### src/rtl/countdown_timer_pkg.sv
// Shared definitions for the timing/utility countdown timer.
//
// Holds the controller state encoding and the default counter width so the
// timer and anything that inspects its state agree on the same values.

package countdown_timer_pkg;

   // Default bit width of count, load_value and the internal period register.
   localparam int DEFAULT_WIDTH = 4;

   // Controller states. IDLE = no countdown, RUN = decrementing,
   // PAUSE = countdown active but held because enable dropped.
   typedef enum logic [1:0] {
      ST_IDLE  = 2'd0,
      ST_RUN   = 2'd1,
      ST_PAUSE = 2'd2
   } timerState_t;

endpackage

### src/rtl/countdown_timer.sv
// countdown_timer: loadable down-counter / timer.
//
// A period is captured by a one-cycle load strobe. The count then decrements
// on every cycle that enable is high and raises a registered one-cycle done
// pulse when it reaches terminal count. With auto_reload high at terminal
// count the period is reloaded and counting continues, which turns the block
// into a periodic tick generator.
//
// Ports:
//   clock       in   system clock, rising edge
//   reset       in   synchronous active-low reset (0 = reset)
//   enable      in   1 = decrement this cycle, 0 = hold/pause
//   load        in   one-cycle strobe, captures load_value and starts
//   load_value  in   [WIDTH] unsigned period to load
//   auto_reload in   1 = reload period at terminal count and keep running
//   count       out  [WIDTH] remaining count (registered)
//   busy        out  1 while in RUN or PAUSE
//   paused      out  1 while in PAUSE
//   done        out  registered one-cycle pulse at terminal count

module countdown_timer
   import countdown_timer_pkg::*;
#(
   parameter int WIDTH = DEFAULT_WIDTH
) (
   input  logic             clock,
   input  logic             reset,
   input  logic             enable,
   input  logic             load,
   input  logic [WIDTH-1:0] load_value,
   input  logic             auto_reload,
   output logic [WIDTH-1:0] count,
   output logic             busy,
   output logic             paused,
   output logic             done
);

   localparam logic [WIDTH-1:0] ONE = WIDTH'(1);

   timerState_t      state;
   timerState_t      nextState;
   logic [WIDTH-1:0] period;
   logic [WIDTH-1:0] nextPeriod;
   logic [WIDTH-1:0] nextCount;
   logic             nextDone;

   // Next-state and datapath decision for one cycle. Load always beats the
   // countdown so a reload that lands on the terminal cycle restarts cleanly
   // with no done pulse. A zero load is treated as an immediate expiry: done
   // fires on the next edge and the timer stays idle. Terminal count is
   // recognised at count==1 so the transition to 0 and the done pulse land on
   // the same edge; count can therefore never be decremented past zero.
   // The count==0 branch in RUN/PAUSE is unreachable in normal operation and
   // only returns the controller to IDLE defensively.
   always_comb begin
      nextState  = state;
      nextCount  = count;
      nextPeriod = period;
      nextDone   = 1'b0;

      if (load) begin
         nextPeriod = load_value;
         nextCount  = load_value;
         if (load_value != '0) begin
            nextState = ST_RUN;
         end else begin
            nextDone  = 1'b1;
            nextState = ST_IDLE;
         end
      end else begin
         case (state)
            ST_RUN, ST_PAUSE: begin
               if (enable) begin
                  if (count == ONE) begin
                     nextDone = 1'b1;
                     if (auto_reload) begin
                        nextCount = period;
                        nextState = ST_RUN;
                     end else begin
                        nextCount = '0;
                        nextState = ST_IDLE;
                     end
                  end else if (count == '0) begin
                     nextState = ST_IDLE;
                  end else begin
                     nextCount = count - ONE;
                     nextState = ST_RUN;
                  end
               end else begin
                  nextState = ST_PAUSE;
               end
            end
            default: begin
               nextState = ST_IDLE;
            end
         endcase
      end
   end

   // State, count, period and done registers. Reset is synchronous and
   // active-low, and it wins over everything, so a countdown aborted by reset
   // never produces a done pulse.
   always_ff @(posedge clock) begin
      if (!reset) begin
         state  <= ST_IDLE;
         count  <= '0;
         period <= '0;
         done   <= 1'b0;
      end else begin
         state  <= nextState;
         count  <= nextCount;
         period <= nextPeriod;
         done   <= nextDone;
      end
   end

   // Status flags are decoded purely from the state register so they carry
   // no combinational path from the inputs.
   always_comb begin
      busy   = (state != ST_IDLE);
      paused = (state == ST_PAUSE);
   end

endmodule

### config.mk
export PLATFORM = sky130hd
export DESIGN_NAME = countdown_timer
export DESIGN_NICKNAME = d
export VERILOG_FILES = /design/src/rtl/countdown_timer_pkg.sv /design/src/rtl/countdown_timer.sv
export SDC_FILE = /design/constraint.sdc
export NUM_CORES = 1
export LEC_CHECK = 0
export ABC_AREA = 1
export BUFFER_PORTS_ARGS = -buffer_cell sky130_fd_sc_hd__buf_2
export CELL_PAD_IN_SITES_DETAIL_PLACEMENT = 1
export CELL_PAD_IN_SITES_GLOBAL_PLACEMENT = 1
export CORE_AREA = 8 8 52 54
export DETAILED_ROUTE_END_ITERATION = 10
export DIE_AREA = 0 0 60 62
export PLACE_DENSITY = 0.88
export REMOVE_ABC_BUFFERS = 1
export SYNTH_ARGS = -nofsm -noshare
export SYNTH_HDL_FRONTEND = slang
export SYNTH_SLANG_ARGS = --single-unit
### constraint.sdc
create_clock -name clock -period 3.7 [get_ports clock]
set_input_delay 0.37 -clock clock [delete_from_list [all_inputs] [get_ports clock]]
set_output_delay 0.37 -clock clock [all_outputs]
set_load 0.02 [all_outputs]
==> impl_metrics.prom, run 1 <==
# TYPE chip_impl_metric gauge
chip_impl_metric{name="post-route-drc-count",unit=""} 0
chip_impl_metric{name="clock_latency_of_the_later_clocked_register_in_the_worst_skew_pair",unit="ps"} 270
chip_impl_info{name="cpMostUsedCell",value="nand2_4"} 1
chip_impl_metric{name="power_frac_clock",unit="%"} 27.6
chip_impl_info{name="clock-root-buffer",value="clkbuf_4"} 1
chip_impl_info{name="crit_start",value="count[1]"} 1
chip_impl_metric{name="antenna_violations_before_repair",unit=""} 0
chip_impl_metric{name="post_cts_setup_buffer_count",unit=""} 0
chip_impl_info{name="top_family_by_delay_on_critical_path",value="simple AND/OR/NAND/NOR gates"} 1
chip_impl_metric{name="setup_tns_final",unit="ps"} 0
chip_impl_metric{name="final-max-slew-violation-count",unit=""} 0
chip_impl_info{name="synth.largest_area_cell",value="dfxtp_1"} 1
chip_impl_info{name="run_status",value="finished clean"} 1
chip_impl_metric{name="fp.dieArea",unit="sq um"} 3720
chip_impl_metric{name="detailedPlacementHpwl",unit="mm"} 1.388
chip_impl_metric{name="cts_buffers",unit=""} 3
chip_impl_info{name="timing.hold.worst.start",value="enable"} 1
chip_impl_metric{name="mappedNetlistArea",unit="sq um"} 706.9
chip_impl_metric{name="cts_max_path_buffers",unit=""} 2
chip_impl_metric{name="req_time_crit_path",unit="ps"} 3860
chip_impl_info{name="critical_path.slowest_cell",value="dfxtp_1"} 1
chip_impl_metric{name="drive_above_1_share",unit="%"} 29.46
chip_impl_metric{name="floorplan.die.width",unit="microns"} 60
chip_impl_metric{name="detail_route.vias_per_cell",unit=""} 4.820
chip_impl_metric{name="post-route-min-period",unit="ps"} 1499
chip_impl_metric{name="number_of_h_tree_levels",unit=""} 1
chip_impl_metric{name="post-route-period-util",unit="%"} 40.51
chip_impl_metric{name="slowest_delay",unit="ps"} 360
chip_impl_metric{name="drtIter0Drc",unit=""} 8
chip_impl_metric{name="synth_area_per_cell",unit="sq um"} 7.441
chip_impl_metric{name="p_seq_share",unit="%"} 44.4
chip_impl_metric{name="setup_failing_eps_final",unit=""} 0
chip_impl_metric{name="post_cts_resized",unit=""} 0
chip_impl_metric{name="synth_cells",unit=""} 95
chip_impl_metric{name="max_freq",unit="MHz"} 667.2
chip_impl_metric{name="worst_slew_margin_rel",unit="%"} 83.87
chip_impl_metric{name="post_cts_hold_buffer_count",unit=""} 0
chip_impl_info{name="tritoncts",value="yes"} 1
chip_impl_metric{name="timing.max_cap.violations",unit=""} 0
chip_impl_metric{name="power_density",unit="nW/um^2"} 365.5
chip_impl_metric{name="ys_seq_area_share",unit="%"} 31.15
chip_impl_info{name="critical_path.startpoint_type",value="register"} 1
chip_impl_metric{name="gr-usage-all-layers",unit="%"} 10.49
chip_impl_metric{name="core_area",unit="sq um"} 1902
chip_impl_metric{name="num-nets-final",unit=""} 127
chip_impl_info{name="hp-class",value="in -> reg"} 1
chip_impl_info{name="layout.cells.most_common",value="nand2_1"} 1
chip_impl_metric{name="grt_pass1_wl",unit="mm"} 2.939
chip_impl_info{name="synthTopCellsByArea",value="dfxtp_1 31%, nand2_1 10%, ha_1 8.8%"} 1
chip_impl_metric{name="detailedRoute.firstPassIterationCount",unit=""} 4
chip_impl_metric{name="yosys_register_bits",unit=""} 11
chip_impl_metric{name="io-pin-count",unit=""} 16
chip_impl_metric{name="switching_share",unit="%"} 33.81
chip_impl_metric{name="die_height",unit="microns"} 62
chip_impl_metric{name="internal_power",unit="W"} 0.0001982
chip_impl_metric{name="worstMarginPinSlew",unit="ps"} 241.7
chip_impl_metric{name="skew",unit="ps"} 4.230
chip_impl_metric{name="final_hold_viol_count",unit=""} 0
chip_impl_metric{name="yosys.cell_types.count",unit=""} 24
chip_impl_metric{name="grt_pass1_vias",unit=""} 682
chip_impl_metric{name="count_of_antenna_violating_nets_left_after_detailed_routing",unit=""} 0
chip_impl_metric{name="via_count",unit=""} 670
chip_impl_metric{name="total_power",unit="W"} 0.0002995
chip_impl_metric{name="yosys_warnings",unit=""} 0
chip_impl_metric{name="grt_max_degree",unit=""} 12
chip_impl_metric{name="power.static_leakage",unit="nW"} 0.4055
chip_impl_info{name="timing.rr.start",value="count[1]"} 1
chip_impl_metric{name="placementRows",unit=""} 16
chip_impl_metric{name="route.final.wire_length",unit="mm"} 1.739
chip_impl_metric{name="yosysTopAreaCellShare",unit="%"} 31.15
chip_impl_metric{name="syn2layout_area_growth",unit="%"} 15.93
chip_impl_metric{name="combinational_cell_fraction_of_total_power",unit="%"} 28.0
chip_impl_metric{name="cts.sink_count",unit=""} 11
chip_impl_metric{name="crit_path_max_fanout",unit=""} 5
chip_impl_metric{name="crit_buf_inv",unit=""} 1
chip_impl_info{name="layout.cells.most_common_list",value="19 x nand2_1, 15 x buf_2, 11 x inv_1, 11 x dfxtp_1, 9 x nor2_1"} 1
chip_impl_info{name="path_class",value="reg -> reg"} 1
chip_impl_metric{name="critical_path_arrival",unit="ps"} 1660
chip_impl_info{name="path_cells",value="inv_1 -> ha_1 -> nor2_1 -> nand2_2 -> nand2_4 -> nand2_4 -> o21ai_1 -> a21oi_2"} 1
chip_impl_metric{name="routedWlPerCell",unit="microns"} 12.51
chip_impl_metric{name="antenna_cells",unit=""} 0
chip_impl_info{name="crit_path_end_kind",value="register"} 1
chip_impl_metric{name="clkTransAtPathRegs",unit="ps"} 70
chip_impl_metric{name="initial_utilization",unit="%"} 37.17
chip_impl_info{name="grt_setup_unrepaired",value="no"} 1
chip_impl_metric{name="switchingPower",unit="W"} 0.0001013
chip_impl_metric{name="grt_remaining_overflow",unit=""} 0
chip_impl_metric{name="final_estimated_routing_congestion_in_global_placement",unit=""} 0.7687
chip_impl_metric{name="power.ir.vdd_worst",unit="uV"} 158.1
chip_impl_metric{name="port_buf_inserts",unit=""} 15
[cell usage after synthesis]
cell type and number:
inv_2 1, a21boi_1 1, inv_1 11, nor2_4 1, dfxtp_1 11, nand2_4 3, nand2_2 2, nor3b_2 1
o21ai_0 2, clkinv_1 1, clkinv_2 1, nor3_1 3, xnor2_1 1, nand3_2 3, o21ai_1 2, nor2_1 9
a21oi_1 5, nand3_1 6, nand4_1 2, inv_4 1, buf_6 2, a21oi_2 2, nand2_1 19, ha_1 5
[final timing paths]
path / endpoint / slack, ps / cells past startpoint
worst max-delay path: count[2] / 2200 / 8
worst min-delay path: state[1] / 300 / 2
worst min register to register: period[2] / 460 / 2
worst max register to register: count[2] / 2200 / 8
[metrics by stage]
stage	hold WS, ps	cell area, sq um	setup slack (ps)	util (%)	cells
floorplan	440.6	684.4	2239	-	93
global placement	450.1	793.3	2327	41.71	135
detailed placement	459.0	793.3	2227	41.71	135
CTS	294.4	819.5	2212	43.09	139
global route	293.6	819.5	2140	43.09	139
finish	298.1	819.5	2201	43.09	139
[registers in the layout, indices dropped and copies added, names as in the netlist]
register	flops
count	4
done	1
period	4
state	2
[power by group through the flow]
stage	clock (W)	combinational (W)	sequential (W)
final	0.0000826	0.0000840	0.000133
after global placement	0	0.0000819	0.000135
after detailed placement	0	0.0000845	0.000136
after global routing	0.0000925	0.0000940	0.000134
after CTS	0.0000851	0.0000851	0.000133
after floorplan	0	0.0000544	0.000140
[logic make-up (layout without fill, tap and decap cells)]
group	Yosys count	in the layout	synth area share, %
adders and majority gates	5	5	8.850
xor gates and xnor gates	1	1	1.239
and+or+nand+nor	49	49	37.17
buffers and inverters	17	34	11.68
DFF	11	11	31.15
AOI/OAI and AO/OA	12	12	9.912
[layout make-up]
| type | instances | area [sq um] |
|---|---|---|
| repair buffers | 15 | 75.07 |
| well taps | 27 | 33.78 |
| multi-input cells | 67 | 404.1 |
| clock buffers | 4 | 26.28 |
| inverters | 15 | 60.06 |
| fillers | 257 | 1082 |
| flip-flops and latches | 11 | 220.2 |
[layer usage]
layer / share of wire (%) / wire, microns / global-route usage [%]
met5: 0 / 0 / 0
met1: 45 / 786 / 11.62
met2: 47 / 826 / 18.46
met3: 4.9 / 85 / 2.469
met4: 2.3 / 40 / 5.102
Power figures use the tool's default switching activity.
==> run 2, diff against run 1 <==
Settings changed: CORE_AREA 8 8 52 54 to 8 8 54 56, DIE_AREA 0 0 60 62 to 0 0 62 64, PLACE_DENSITY 0.88 to 0.83.
Clock period 3.7 ns to 1.4 ns, I/O delays scaled along.
==> impl_metrics.prom, run 2 (synthesis gave the netlist of run 1 again) <==
# TYPE chip_impl_metric gauge
chip_impl_info{name="run_status",value="finished clean"} 1
chip_impl_metric{name="min_delay_path_depth",unit=""} 2
chip_impl_metric{name="skew",unit="ps"} 0.7908
chip_impl_metric{name="final.setup.worst_slack",unit="ps"} 116.8
chip_impl_metric{name="post-route-drc-count",unit=""} 0
chip_impl_metric{name="critical_path_arrival",unit="ps"} 1450
chip_impl_metric{name="initial_utilization",unit="%"} 33.57
chip_impl_metric{name="stdcell_area",unit="sq um"} 863.3
chip_impl_info{name="path_class",value="reg -> reg"} 1
chip_impl_metric{name="via_count",unit=""} 674
chip_impl_metric{name="reg2reg_depth",unit=""} 10
chip_impl_metric{name="setup_failing_eps_final",unit=""} 0
chip_impl_info{name="crit_path_end_kind",value="register"} 1
chip_impl_metric{name="drtIter0Drc",unit=""} 12
chip_impl_metric{name="slowest_delay",unit="ps"} 330
chip_impl_metric{name="core_area",unit="sq um"} 2106
chip_impl_info{name="rr_endpoint",value="count[1]"} 1
chip_impl_metric{name="final_hold_viol_count",unit=""} 0
chip_impl_metric{name="reg2reg_slack",unit="ps"} 120
chip_impl_info{name="timing.rr.start",value="count[1]"} 1
chip_impl_metric{name="dp_area",unit="sq um"} 817.0
chip_impl_metric{name="num-nets-final",unit=""} 130
chip_impl_metric{name="cts_max_path_buffers",unit=""} 2
chip_impl_metric{name="drive_above_1_share",unit="%"} 36.52
chip_impl_metric{name="grt_pass1_wl",unit="mm"} 2.994
chip_impl_metric{name="clock_latency_of_the_later_clocked_register_in_the_worst_skew_pair",unit="ps"} 280
chip_impl_metric{name="antenna_cells",unit=""} 0
chip_impl_info{name="hp-class",value="in -> reg"} 1
chip_impl_metric{name="detailedPlacementHpwl",unit="mm"} 1.512
chip_impl_metric{name="total_power",unit="W"} 0.0008192
chip_impl_metric{name="number_of_h_tree_levels",unit=""} 1
chip_impl_metric{name="pre_cts_slack",unit="ps"} 18.23
chip_impl_metric{name="req_time_crit_path",unit="ps"} 1570
chip_impl_info{name="grt_setup_unrepaired",value="no"} 1
chip_impl_metric{name="crit_buf_inv",unit=""} 3
chip_impl_metric{name="power.ir.vdd_worst",unit="uV"} 409.7
chip_impl_metric{name="placementRows",unit=""} 17
chip_impl_info{name="tritoncts",value="yes"} 1
chip_impl_metric{name="fp.dieArea",unit="sq um"} 3968
chip_impl_metric{name="worstMarginPinSlew",unit="ps"} 254.6
chip_impl_info{name="critical_path.slowest_cell",value="dfxtp_2"} 1
chip_impl_metric{name="power.static_leakage",unit="nW"} 0.4226
chip_impl_metric{name="die_height",unit="microns"} 64
chip_impl_info{name="layout.cells.most_common_list",value="19 x nand2_1, 15 x buf_2, 10 x inv_1, 10 x dfxtp_1, 9 x nor2_1"} 1
chip_impl_metric{name="utilization",unit="%"} 41.00
chip_impl_metric{name="clkTransAtPathRegs",unit="ps"} 70
chip_impl_metric{name="final-max-slew-violation-count",unit=""} 0
chip_impl_metric{name="detail_route.vias_per_cell",unit=""} 4.713
chip_impl_metric{name="post-route-period-util",unit="%"} 91.66
chip_impl_metric{name="cts_buffers",unit=""} 3
chip_impl_metric{name="route.final.wire_length",unit="mm"} 1.855
chip_impl_metric{name="max_freq",unit="MHz"} 779.3
chip_impl_info{name="layout.cells.most_common",value="nand2_1"} 1
chip_impl_metric{name="detailedRoute.firstPassIterationCount",unit=""} 3
chip_impl_metric{name="grt_pass1_vias",unit=""} 690
chip_impl_metric{name="post-route-min-period",unit="ps"} 1283
chip_impl_metric{name="port_buf_inserts",unit=""} 15
chip_impl_info{name="largest_registers",value="count: 4 flops, period: 4 flops, state: 2 flops"} 1
chip_impl_metric{name="grt_remaining_overflow",unit=""} 0
chip_impl_metric{name="syn2layout_area_growth",unit="%"} 22.12
chip_impl_metric{name="grt_max_degree",unit=""} 12
chip_impl_metric{name="count_of_antenna_violating_nets_left_after_detailed_routing",unit=""} 0
chip_impl_metric{name="post_cts_setup_buffer_count",unit=""} 0
chip_impl_metric{name="antenna_violations_before_repair",unit=""} 0
chip_impl_info{name="clock-root-buffer",value="clkbuf_4"} 1
chip_impl_info{name="timing.hold.worst.start",value="enable"} 1
chip_impl_metric{name="io-pin-count",unit=""} 16
chip_impl_metric{name="routedWlPerCell",unit="microns"} 12.97
chip_impl_info{name="holdPathEnd",value="state[1]"} 1
chip_impl_metric{name="power_density",unit="nW/um^2"} 948.9
chip_impl_info{name="cpMostUsedCell",value="nor2_1"} 1
chip_impl_info{name="critical_path.startpoint_type",value="register"} 1
chip_impl_metric{name="hold_ws",unit="ps"} 61.74
chip_impl_metric{name="floorplan.die.width",unit="microns"} 62
chip_impl_metric{name="gr-usage-all-layers",unit="%"} 9.977
chip_impl_info{name="path_cells",value="inv_2 -> ha_2 -> buf_4 -> nand2_4 -> inv_4 -> nand2_2 -> nand2_1 -> nor2_1 -> nor2_1 -> nor2_1"} 1
chip_impl_metric{name="cts.sink_count",unit=""} 11
chip_impl_metric{name="worst_slew_margin_rel",unit="%"} 83.01
chip_impl_info{name="top_family_by_delay_on_critical_path",value="flip-flops"} 1
chip_impl_metric{name="final_estimated_routing_congestion_in_global_placement",unit=""} 0.7720
chip_impl_metric{name="crit_path_max_fanout",unit=""} 5
chip_impl_metric{name="timing.max_cap.violations",unit=""} 0
## run 2: power breakdown
part | internal (W) | total [W] | switching, W
clock | 0.000111 | 0.000224 | 0.000113
combinational | 0.0000931 | 0.000242 | 0.000149
sequential | 0.000334 | 0.000353 | 0.0000188
total | 0.000538 | 0.000819 | 0.000281
## run 2: worst reg2reg max path: stages (launching register included)
cell     delay, ps
dfxtp_2        330
inv_2           90
ha_2           200
buf_4          130
nand2_4         80
inv_4           80
nand2_2         40
nand2_1         50
nor2_1          40
nor2_1          90
nor2_1          40
## run 2: routing by layer
layer	track usage (%)	wire length, microns	up-vias
li1	-	-	341
met1	11.81	806	311
met2	15.65	886	17
met3	4.800	135	5
met4	2.279	26	0
met5	0	0	-
## run 2: final cells by class
| cell class | count | area, sq um |
|---|---|---|
| Fill cell | 273 | 1242 |
| Multi-Input combinational cell | 67 | 422.9 |
| Sequential cell | 11 | 221.5 |
| Timing Repair Buffer | 18 | 97.59 |
| Inverter | 15 | 60.06 |
| Tap cell | 28 | 35.03 |
| Clock buffer | 4 | 26.28 |
## run 2: repair_timing
action,4_1_cts,5_1_grt
setup endpoints to repair,1,5
resized for setup,1,5
hold buffers,0,0
cloned,0,0
## run 2: worst max-delay path by stage
stage / startpoint / end / slack (ps) / depth (start not counted)
after global routing: count[1] / count[1] / 7 / 10
after floorplan: count[1] / count[2] / -60 / 8
final: count[1] / count[1] / 120 / 10
after detailed placement: count[1] / count[2] / 20 / 8
after CTS: count[1] / count[1] / 20 / 10
after global placement: count[1] / count[3] / 110 / 9
## run 2: through the flow
| step | TNS [ps] | std cells |
|---|---|---|
| 2_1_floorplan | -173.8 | 93 |
| 3_3_place_gp | 0 | 139 |
| 3_5_place_dp | 0 | 139 |
| 4_1_cts | 0 | 143 |
| 5_1_grt | 0 | 143 |
| 6_report | 0 | 143 |
==> run 3, diff against run 2 <==
Settings changed: ABC_AREA 1 to 0, CORE_AREA 8 8 54 56 to 8 8 52 54, DIE_AREA 0 0 62 64 to 0 0 60 62, PLACE_DENSITY 0.83 to 0.82.
==> impl_metrics.prom, run 3 <==
# TYPE chip_impl_metric gauge
chip_impl_info{name="run_status",value="finished, violations left"} 1
chip_impl_info{name="violations_in_the_final_reports",value="setup timing"} 1
chip_impl_info{name="synth.largest_area_cell",value="dfxtp_1"} 1
chip_impl_metric{name="antenna_violations_before_repair",unit=""} 0
chip_impl_metric{name="min_delay_path_depth",unit=""} 2
chip_impl_info{name="crit_path_end_kind",value="register"} 1
chip_impl_metric{name="setup_failing_eps_final",unit=""} 5
chip_impl_info{name="clock-root-buffer",value="clkbuf_4"} 1
chip_impl_info{name="tritoncts",value="yes"} 1
chip_impl_metric{name="timing.max_cap.violations",unit=""} 0
chip_impl_metric{name="grt_max_degree",unit=""} 16
chip_impl_metric{name="routedWlPerCell",unit="microns"} 17.72
chip_impl_info{name="synth_top_flop_cell",value="dfxtp_1"} 1
chip_impl_info{name="grt_setup_unrepaired",value="yes"} 1
chip_impl_metric{name="synth_cells",unit=""} 75
chip_impl_metric{name="detail_route.vias_per_cell",unit=""} 5.281
chip_impl_metric{name="clkTransAtPathRegs",unit="ps"} 90
chip_impl_metric{name="crit_path_max_fanout",unit=""} 4
chip_impl_metric{name="antenna_cells",unit=""} 0
chip_impl_metric{name="post-route-period-util",unit="%"} 113.6
chip_impl_metric{name="mappedNetlistArea",unit="sq um"} 658.1
chip_impl_metric{name="utilization",unit="%"} 54.34
chip_impl_info{name="holdPathEnd",value="state[1]"} 1
chip_impl_metric{name="via_count",unit=""} 713
chip_impl_metric{name="route.final.wire_length",unit="mm"} 2.392
chip_impl_metric{name="synth_area_per_cell",unit="sq um"} 8.775
chip_impl_metric{name="max_freq",unit="MHz"} 629.0
chip_impl_metric{name="post-route-min-period",unit="ps"} 1590
chip_impl_metric{name="syn2layout_area_growth",unit="%"} 57.03
chip_impl_metric{name="count_of_antenna_violating_nets_left_after_detailed_routing",unit=""} 0
chip_impl_metric{name="grt_remaining_overflow",unit=""} 0
chip_impl_metric{name="cts.sink_count",unit=""} 11
chip_impl_metric{name="floorplan.die.width",unit="microns"} 60
chip_impl_metric{name="synth-edff-count",unit=""} 0
chip_impl_info{name="synthTopCellsByArea",value="dfxtp_1 33%, ha_1 9.5%, mux2i_1 4.6%"} 1
chip_impl_metric{name="critical_path_arrival",unit="ps"} 1760
chip_impl_metric{name="ys_seq_area_share",unit="%"} 33.46
chip_impl_metric{name="power_density",unit="nW/um^2"} 874.5
chip_impl_metric{name="placementRows",unit=""} 16
chip_impl_metric{name="reg2reg_slack",unit="ps"} -190
chip_impl_metric{name="gr-usage-all-layers",unit="%"} 13.64
chip_impl_metric{name="yosysTopAreaCellShare",unit="%"} 33.46
chip_impl_info{name="path_class",value="reg -> reg"} 1
chip_impl_metric{name="final-max-slew-violation-count",unit=""} 0
chip_impl_metric{name="reg2reg_depth",unit=""} 6
chip_impl_info{name="synth.most_common_cell",value="dfxtp_1"} 1
chip_impl_metric{name="worstMarginPinSlew",unit="ps"} 370.8
chip_impl_metric{name="drive_above_1_share",unit="%"} 52.78
chip_impl_metric{name="grt_pass1_wl",unit="mm"} 3.719
chip_impl_info{name="timing.hold.worst.start",value="enable"} 1
chip_impl_metric{name="postSynth.asyncResetShare",unit="%"} 0
chip_impl_metric{name="yosys_warnings",unit=""} 0
chip_impl_info{name="layout.cells.most_common_list",value="15 x buf_2, 14 x buf_4, 7 x dfxtp_1"} 1
chip_impl_metric{name="worst_slew_margin_rel",unit="%"} 75.25
chip_impl_metric{name="final_estimated_routing_congestion_in_global_placement",unit=""} 0.7705
chip_impl_metric{name="drtIter0Drc",unit=""} 6
chip_impl_metric{name="power.ir.vdd_worst",unit="uV"} 537.8
chip_impl_info{name="synth_commonest_cells",value="11 x dfxtp_1, 6 x inv_1, 6 x nand2_1"} 1
chip_impl_metric{name="clock_latency_of_the_later_clocked_register_in_the_worst_skew_pair",unit="ps"} 280
chip_impl_metric{name="initial_utilization",unit="%"} 34.61
chip_impl_metric{name="final_hold_viol_count",unit=""} 0
chip_impl_metric{name="grt_pass1_vias",unit=""} 749
chip_impl_info{name="rr_endpoint",value="count[3]"} 1
chip_impl_metric{name="power.static_leakage",unit="nW"} 0.4499
chip_impl_metric{name="fp.dieArea",unit="sq um"} 3720
chip_impl_metric{name="core_area",unit="sq um"} 1902
chip_impl_metric{name="detailedPlacementHpwl",unit="mm"} 1.508
chip_impl_metric{name="placedCellCount",unit=""} 128
chip_impl_metric{name="num-nets-final",unit=""} 123
chip_impl_info{name="critical_path.startpoint_type",value="register"} 1
chip_impl_metric{name="req_time_crit_path",unit="ps"} 1570
chip_impl_metric{name="final_cells",unit=""} 135
chip_impl_metric{name="post_cts_hold_buffer_count",unit=""} 0
chip_impl_metric{name="port_buf_inserts",unit=""} 15
chip_impl_metric{name="skew",unit="ps"} 5.446
chip_impl_metric{name="pre_cts_slack",unit="ps"} -258.7
chip_impl_info{name="layout.cells.most_common",value="buf_2"} 1
chip_impl_metric{name="final.setup.worst_slack",unit="ps"} -189.8
chip_impl_metric{name="die_height",unit="microns"} 62
chip_impl_metric{name="cts_buffers",unit=""} 3
chip_impl_info{name="largest_registers",value="count: 4 flops, period: 4 flops, state: 2 flops"} 1
chip_impl_metric{name="hold_ws",unit="ps"} 45.09
chip_impl_info{name="hp-class",value="in -> reg"} 1
chip_impl_metric{name="cts_max_path_buffers",unit=""} 2
chip_impl_metric{name="io-pin-count",unit=""} 16
chip_impl_metric{name="yosys_register_bits",unit=""} 11
chip_impl_info{name="timing.rr.start",value="count[0]"} 1
chip_impl_metric{name="yosys.cell_types.count",unit=""} 31
chip_impl_metric{name="number_of_h_tree_levels",unit=""} 1
chip_impl_metric{name="detailedRoute.firstPassIterationCount",unit=""} 4
chip_impl_metric{name="post-route-drc-count",unit=""} 0
==> run 3: cell count changes after synthesis, sizes merged, moves of 2 or more <==
cell	previous run	this run
a2111oi	0	2
a21oi	7	4
and3	0	2
clkinv	2	0
inv	13	6
mux2i	0	3
nand2	24	6
nand2b	0	3
nand3	9	3
nand4	2	0
nor2	10	5
nor2b	0	3
==> run 3: logic make-up (layout without fill, tap and decap cells) <==
group | after synthesis | count (layout) | share of synthesized area, %
flops | 11 | 11 | 33.46
mux | 3 | 3 | 4.563
buf+inv | 9 | 42 | 5.321
compound gates | 17 | 17 | 19.39
fa+ha+maj | 5 | 5 | 9.506
simple gates | 30 | 30 | 27.76
==> run 3: worst max-delay path by stage <==
stage | slack (ps) | end | startpoint | cells past startpoint
2_1_floorplan | -320 | count[3] | count[1] | 6
3_3_place_gp | -190 | count[0] | count[1] | 7
3_5_place_dp | -260 | count[3] | count[1] | 6
4_1_cts | -160 | count[2] | count[1] | 8
5_1_grt | -260 | count[2] | count[1] | 8
6_report | -190 | count[3] | count[0] | 6
==> run 3: layout make-up <==
cell class              count  area [sq um]
flip-flops and latches     11         227.7
inverters                   6         25.02
repair buffers             32         214.0
clock buffers               4         26.28
well taps                  27         33.78
fillers                   241         868.3
multi-input cells          55         506.7
==> run 3: critical path: stages, from the launching register on <==
cell       delay [ps]
dfxtp_4           380
inv_2              40
ha_1              180
nor4b_4           130
or2_4             300
a2111oi_4         300
o21ai_1           140
==> run 3: timing repair <==
| item | in CTS | in global routing |
|---|---|---|
| pin swaps | 10 | 6 |
| endpoints found under the setup margin | 6 | 6 |
| setup buffers | 2 | 1 |
| resized for setup | 23 | 6 |
==> run 3: layer usage <==
metal  track usage, %  vias to the layer above  wire [microns]
met4            7.143                        0              64
met1            14.32                      346             986
met5                0                        -               0
met3            1.029                        6              69
met2            26.46                       24            1270
li1                 -                      337               -
==> run 3: per-stage QoR <==
step | instance area (sq um) | setup TNS (ps) | total power (W)
2_1_floorplan | 645.6 | -1337 | 0.0004699
3_3_place_gp | 859.6 | -647.6 | 0.0005715
3_5_place_dp | 859.6 | -1037 | 0.0005831
4_1_cts | 999.7 | -624.8 | 0.0008664
5_1_grt | 1033 | -1079 | 0.0009375
6_report | 1033 | -743.8 | 0.0009038
==> run 3: report_power, final <==
part           switching (W)  internal, W
registers          0.0000238     0.000332
clock network       0.000135     0.000111
logic               0.000157     0.000145
